--- config.mk ---
export PLATFORM = sky130hd
export DESIGN_NAME = alu_operand_stage
export DESIGN_NICKNAME = d
export VERILOG_FILES = /design/src/rtl/alu_operand_stage.sv
export SDC_FILE = /design/constraint.sdc
export NUM_CORES = 1
export LEC_CHECK = 0
export ABC_AREA = 0
export BUFFER_PORTS_ARGS = -buffer_cell sky130_fd_sc_hd__buf_2
export CELL_PAD_IN_SITES_DETAIL_PLACEMENT = 0
export CELL_PAD_IN_SITES_GLOBAL_PLACEMENT = 1
export CORE_MARGIN = 2
export CORE_UTILIZATION = 36
export CTS_CLUSTER_DIAMETER = 50
export DETAILED_ROUTE_END_ITERATION = 12
export PLACE_DENSITY = 0.89
export REMOVE_ABC_BUFFERS = 1
export SYNTH_ARGS = -nofsm -noshare
export SYNTH_HDL_FRONTEND = slang
export SYNTH_SLANG_ARGS = --single-unit
--- constraint.sdc ---
create_clock -name clk -period 4.35 [get_ports clk]
set_input_delay 0.87 -clock clk [delete_from_list [all_inputs] [get_ports clk]]
set_output_delay 0.87 -clock clk [all_outputs]
set_load 0.05 [all_outputs]
--- src/rtl/alu_operand_stage.sv ---
// alu_operand_stage: decode/execute pipeline register in front of the ALU.
// It decodes ALUOp/funct3/funct7b5/op5 into the 3-bit ALUcontrol and
// resolves the operand-B mux before the register. A, B, ALUcontrol and
// illegal then come straight from flops.
// The optional macro ALU_OPERAND_SKID_EN adds a one-entry skid buffer. With
// it, in_ready comes from a flop. Without it, in_ready is combinational.
module alu_operand_stage (
   input  logic        clk,
   input  logic        rst_n,
   input  logic        in_valid,
   output logic        in_ready,
   input  logic [31:0] RD1,
   input  logic [31:0] RD2,
   input  logic [31:0] ImmExt,
   input  logic        ALUSrc,
   input  logic [1:0]  ALUOp,
   input  logic [2:0]  funct3,
   input  logic        funct7b5,
   input  logic        op5,
   input  logic        flush,
   output logic        out_valid,
   input  logic        out_ready,
   output logic [31:0] A,
   output logic [31:0] B,
   output logic [2:0]  ALUcontrol,
   output logic        illegal,
   output logic [15:0] stall_cnt
);

   localparam logic [2:0] CTL_ADD = 3'b000;
   localparam logic [2:0] CTL_SUB = 3'b001;
   localparam logic [2:0] CTL_AND = 3'b010;
   localparam logic [2:0] CTL_OR  = 3'b011;

   logic [2:0]  dec_ctl;
   logic        dec_ill;
   logic [31:0] b_mux;
   logic        in_fire;
   logic        out_fire;

   logic [31:0] a_q, a_d;
   logic [31:0] b_q, b_d;
   logic [2:0]  ctl_q, ctl_d;
   logic        ill_q, ill_d;
   logic        out_valid_q, out_valid_d;
   logic [15:0] stall_q, stall_d;

   // ALU operation decode; undecodable ops fall back to add and flag illegal
   always_comb begin
      dec_ctl = CTL_ADD;
      dec_ill = 1'b0;
      case (ALUOp)
         2'b00: dec_ctl = CTL_ADD;
         2'b01: dec_ctl = CTL_SUB;
         2'b10: begin
            case (funct3)
               3'b000:  dec_ctl = (op5 && funct7b5) ? CTL_SUB : CTL_ADD;
               3'b110:  dec_ctl = CTL_OR;
               3'b111:  dec_ctl = CTL_AND;
               default: dec_ill = 1'b1;
            endcase
         end
         default: dec_ill = 1'b1;
      endcase
   end

   assign b_mux    = ALUSrc ? ImmExt : RD2;
   assign out_fire = out_valid_q && out_ready;
   assign in_fire  = in_valid && in_ready;

`ifdef ALU_OPERAND_SKID_EN
   logic [31:0] sk_a_q, sk_a_d;
   logic [31:0] sk_b_q, sk_b_d;
   logic [2:0]  sk_ctl_q, sk_ctl_d;
   logic        sk_ill_q, sk_ill_d;
   logic        sk_valid_q, sk_valid_d;

   // Accept only while the skid entry is empty, so in_ready is a flop output
   assign in_ready = !sk_valid_q;

   // Output register refills from skid first, then from input; a stalled arrival parks in skid
   always_comb begin
      a_d         = a_q;
      b_d         = b_q;
      ctl_d       = ctl_q;
      ill_d       = ill_q;
      out_valid_d = out_valid_q;
      sk_a_d      = sk_a_q;
      sk_b_d      = sk_b_q;
      sk_ctl_d    = sk_ctl_q;
      sk_ill_d    = sk_ill_q;
      sk_valid_d  = sk_valid_q;
      if (flush) begin
         out_valid_d = 1'b0;
         sk_valid_d  = 1'b0;
      end else if (!out_valid_q || out_fire) begin
         if (sk_valid_q) begin
            a_d         = sk_a_q;
            b_d         = sk_b_q;
            ctl_d       = sk_ctl_q;
            ill_d       = sk_ill_q;
            out_valid_d = 1'b1;
            sk_valid_d  = 1'b0;
         end else if (in_fire) begin
            a_d         = RD1;
            b_d         = b_mux;
            ctl_d       = dec_ctl;
            ill_d       = dec_ill;
            out_valid_d = 1'b1;
         end else begin
            out_valid_d = 1'b0;
         end
      end else if (in_fire) begin
         sk_a_d     = RD1;
         sk_b_d     = b_mux;
         sk_ctl_d   = dec_ctl;
         sk_ill_d   = dec_ill;
         sk_valid_d = 1'b1;
      end
   end

   // Skid entry registers
   always_ff @(posedge clk or negedge rst_n) begin
      if (!rst_n) begin
         sk_a_q     <= '0;
         sk_b_q     <= '0;
         sk_ctl_q   <= CTL_ADD;
         sk_ill_q   <= 1'b0;
         sk_valid_q <= 1'b0;
      end else begin
         sk_a_q     <= sk_a_d;
         sk_b_q     <= sk_b_d;
         sk_ctl_q   <= sk_ctl_d;
         sk_ill_q   <= sk_ill_d;
         sk_valid_q <= sk_valid_d;
      end
   end
`else
   // Free to accept when empty or the held instruction leaves this cycle
   assign in_ready = !out_valid_q || out_ready;

   // Single output register: flush wins, then load, then drain
   always_comb begin
      a_d         = a_q;
      b_d         = b_q;
      ctl_d       = ctl_q;
      ill_d       = ill_q;
      out_valid_d = out_valid_q;
      if (flush) begin
         out_valid_d = 1'b0;
      end else if (in_fire) begin
         a_d         = RD1;
         b_d         = b_mux;
         ctl_d       = dec_ctl;
         ill_d       = dec_ill;
         out_valid_d = 1'b1;
      end else if (out_fire) begin
         out_valid_d = 1'b0;
      end
   end
`endif

   // Saturating count of cycles where the held result is not consumed
   always_comb begin
      stall_d = stall_q;
      if (out_valid_q && !out_ready && (stall_q != 16'hFFFF))
         stall_d = stall_q + 16'd1;
   end

   // Output and counter registers
   always_ff @(posedge clk or negedge rst_n) begin
      if (!rst_n) begin
         a_q         <= '0;
         b_q         <= '0;
         ctl_q       <= CTL_ADD;
         ill_q       <= 1'b0;
         out_valid_q <= 1'b0;
         stall_q     <= '0;
      end else begin
         a_q         <= a_d;
         b_q         <= b_d;
         ctl_q       <= ctl_d;
         ill_q       <= ill_d;
         out_valid_q <= out_valid_d;
         stall_q     <= stall_d;
      end
   end

   assign A          = a_q;
   assign B          = b_q;
   assign ALUcontrol = ctl_q;
   assign illegal    = ill_q;
   assign out_valid  = out_valid_q;
   assign stall_cnt  = stall_q;

endmodule

==> key figures <==
Placement
  – IO Port Bufs: ~190
  – Hpwl dp: 6.28 mm
  – Final Wtd Congestion: 0.793

Worst setup path
  – Crit Path Class: in -> out
  – CP max FO: 9
  – Critical Path RT: 3.48 ns
  – R2r startpoint: out_valid$_DFFE_PN0P_
  – Critical Path, Cell by Cell: buf_2 -> nor2b_4 -> inv_2 -> buf_2
  – Critical Path Start Type: input pin
  – CP max-delay cell: buf_2
  – Data arrival time of the worst path: 1.53 ns
  – CP most frequent cell: buf_2
  – Largest stage delay, worst path: 0.23 ns
  – Beginning of the critical path: out_ready
  – CP endpoint kind: output pin

STA
  – Max-slew violation count: 0
  – Final clock skew: approximately 0.0063 ns
  – Max Fclk: 0.417 GHz
  – RSZ-0062 raised after global routing: no
  – Slew at the pin closest to its max-slew limit: 1.03 ns
  – Final TNS setup: 0 ns
  – Rel. slew slack: 0.313
  – Final-report setup violation count: 0
  – Min Clock Period, post-route: approximately 2.4 ns
  – Final hold vios: 0
  – Fin crit share: 0.551
  – Hold slack: 0.505 ns

Finish
  – Nets: around 610
  – Leading cell type in the layout, fill and taps excluded: buf_2
  – Fraction of layout cells with a size suffix above 1: 0.506
  – Most frequent cells in the layout: 192 x buf_2, 84 x dfrtp_1, 38 x nor2_1
  – Area of the multi-input gates: ~0.0015 mm2
  – Filler cells: between 900 and 1000
  – Antenna diode count: 0
  – Register area: about 0.0021 mm2
  – Synthesis-to-layout area growth: 34.9%

Logic synthesis
  – Syn_area_per_cell: ~12 um2
  – Synth Register Bits: 84
  – Distinct cell type count after synthesis: 37
  – Seq/Total Area, Yosys: 0.563
  – Cell taking the most area after synthesis: dfrtp_1
  – Post-synth top area share: 0.563
  – Synthesis Warnings: 0
  – Ranking of synthesized cells by area: dfrtp_1 56%, mux2_2 10%, mux2i_1 8.8%
  – Post-Synthesis Cells: 310
  – Netlist Area Pre-Place: 0.00373 mm2

CTS
  – CTS buffer count: 9
  – Hold buffers post-CTS: 0
  – Clk Latency, worst-skew pair: roughly 0.35 ns
  – CTS tree: built
  – CTS H-Tree Depth: 3
  – CTS Root Cell: clkbuf_8
  – Reg clk slew, reported paths: 0.08 ns
  – Post-CTS Setup Repair Bufs: 0
  – Sink Count: 84
  – CTS-repair resized insts: 0
  – CTS Buffer Depth: 2

Power and ir drop
  – P per Cell Area: 488 mW/mm2
  – P_leak: around 0.0026 uW
  – Max IR drop VDD: 0.356 mV
  – Total power: 2460 uW

Job
  – Max-cap violation count: 0

Route
  – Vias after detailed routing: between 2000 and 3000
  – Antenna viol nets, final: 0
  – Drt first pass iters: 4
  – WL/cell: around 13 um
  – Routed WL: ~8.4 mm
  – Drt drc: 0
  – Detailed Route Iter0 Violations: roughly 130
  – Routed vias/inst: roughly 4.7

Floorplanning
  – # IOs: 195
  – CORE AREA: 0.0102 mm2
  – Rows: 37
  – Initial core utilization: 0.367
  – Chip width: about 110 um
  – Die H: 106 um
  – Die Area: roughly 0.011 mm2

GRT
  – GRT Total Usage: 0.155
  – Initial antenna violation count: 0
  – Gr ovfl total: 0
  – First-pass GRT wire length: around 14 mm
  – Largest net degree at the start of global routing: between 100 and 150
  – Vias in the first global route: between 3000 and 4000

Min path
  – Hold_sp: A[11]$_DFFE_PN0P_
  – Hold/Removal Path Class: reg -> reg

Outcome
  – Run status: completed
## final cells by class
class	count	area share
clock buffer	9	0.0246
timing repair buffer	194	0.194
clock inverter	7	0.0196
inverter	6	0.00447
tap	136	0.0338
multi-input combinational	204	0.306
sequential	84	0.417
## power by group
| part | switching [uW] | total (uW) | internal, uW |
|---|---|---|---|
| sequential | 84.1 | 990 | 905 |
| clock | 283 | 610 | 327 |
| combinational | 631 | 860 | 228 |
## Yosys cell counts
master and count:
inv_1 5, nor3b_1 1, nand3b_1 1, nor4bb_1 1, nor2_2 1, nor2_1 38, nand2_1 7, buf_2 7
nor4_4 1, mux2i_1 33, dfrtp_1 84, o21ai_0 1, mux2_2 34, o211ai_1 1, clkbuf_1 3, buf_1 5
nor4_2 2, buf_4 1, nand4_1 3, o21a_1 2, conb_1 1, mux2_4 1, and4b_1 1, nor3_1 6
nand4_4 2, o22ai_1 1, nor2b_4 1, a21oi_1 36, nor4_1 4, or3_1 1, a31oi_1 2, nand3_1 6
a21o_1 1, ha_1 4, inv_2 1, xor2_1 10, nor3_2 1
## per-layer routing
metal / part of all wire / vias up / track usage
met3: 0.088 / 8 / 0.0427
met1: 0.41 / 1396 / 0.187
met4: 0.010 / 0 / 0.0602
li1: - / 1470 / -
met5: 0 / - / 0
met2: 0.49 / 123 / 0.262
## critical path, delay by kind of cell
family | cells | cell delay (ns)
simple gates | 1 | 0.18
buf+inv | 3 | 0.47
## path summary, 6_finish.rpt
| path | slack (ns) | end | cells after the start |
|---|---|---|---|
| worst max-delay path | 1.95 | in_ready | 4 |
| worst min-delay path | 0.51 | A[11]$_DFFE_PN0P_ | 1 |
| worst max register to register | 2.28 | A[29]$_DFFE_PN0P_ | 4 |
| worst min register to register | 0.51 | A[11]$_DFFE_PN0P_ | 1 |
| max in group asynchronous | 2.98 | B[4]$_DFFE_PN0P_ | 1 |
| min in group asynchronous | 0.68 | A[6]$_DFFE_PN0P_ | 1 |
## flip-flops by register name (all words and copies together) (netlist names)
name and flops:
A 32, B 32, stall_cnt 16, ALUcontrol 2
illegal 1, out_valid 1
## through the flow
stage	std cells	instance area, um2	util	worst slack [ns]
after floorplan	294	3660	-	-3.51
after global placement	624	4810	0.472	1.82
after global routing	640	5030	0.494	1.89
final	640	5030	0.494	1.95
after CTS	640	5030	0.494	1.95
after detailed placement	624	4810	0.472	1.77
## cells by family (layout without fill, tap and decap cells)
logic type      Yosys count  in the layout  share of synthesized area
xor+xnor                 10             10                     0.0235
simple gates             77             77                      0.116
buf+inv                  22            216                     0.0255
other cells               1              1                    0.00100
mux                      68             68                      0.195
flops                    84             84                      0.563
fa+ha+maj                 4              4                     0.0134
compound gates           44             44                     0.0627
Note: power is estimated with default switching activity, not from simulation.
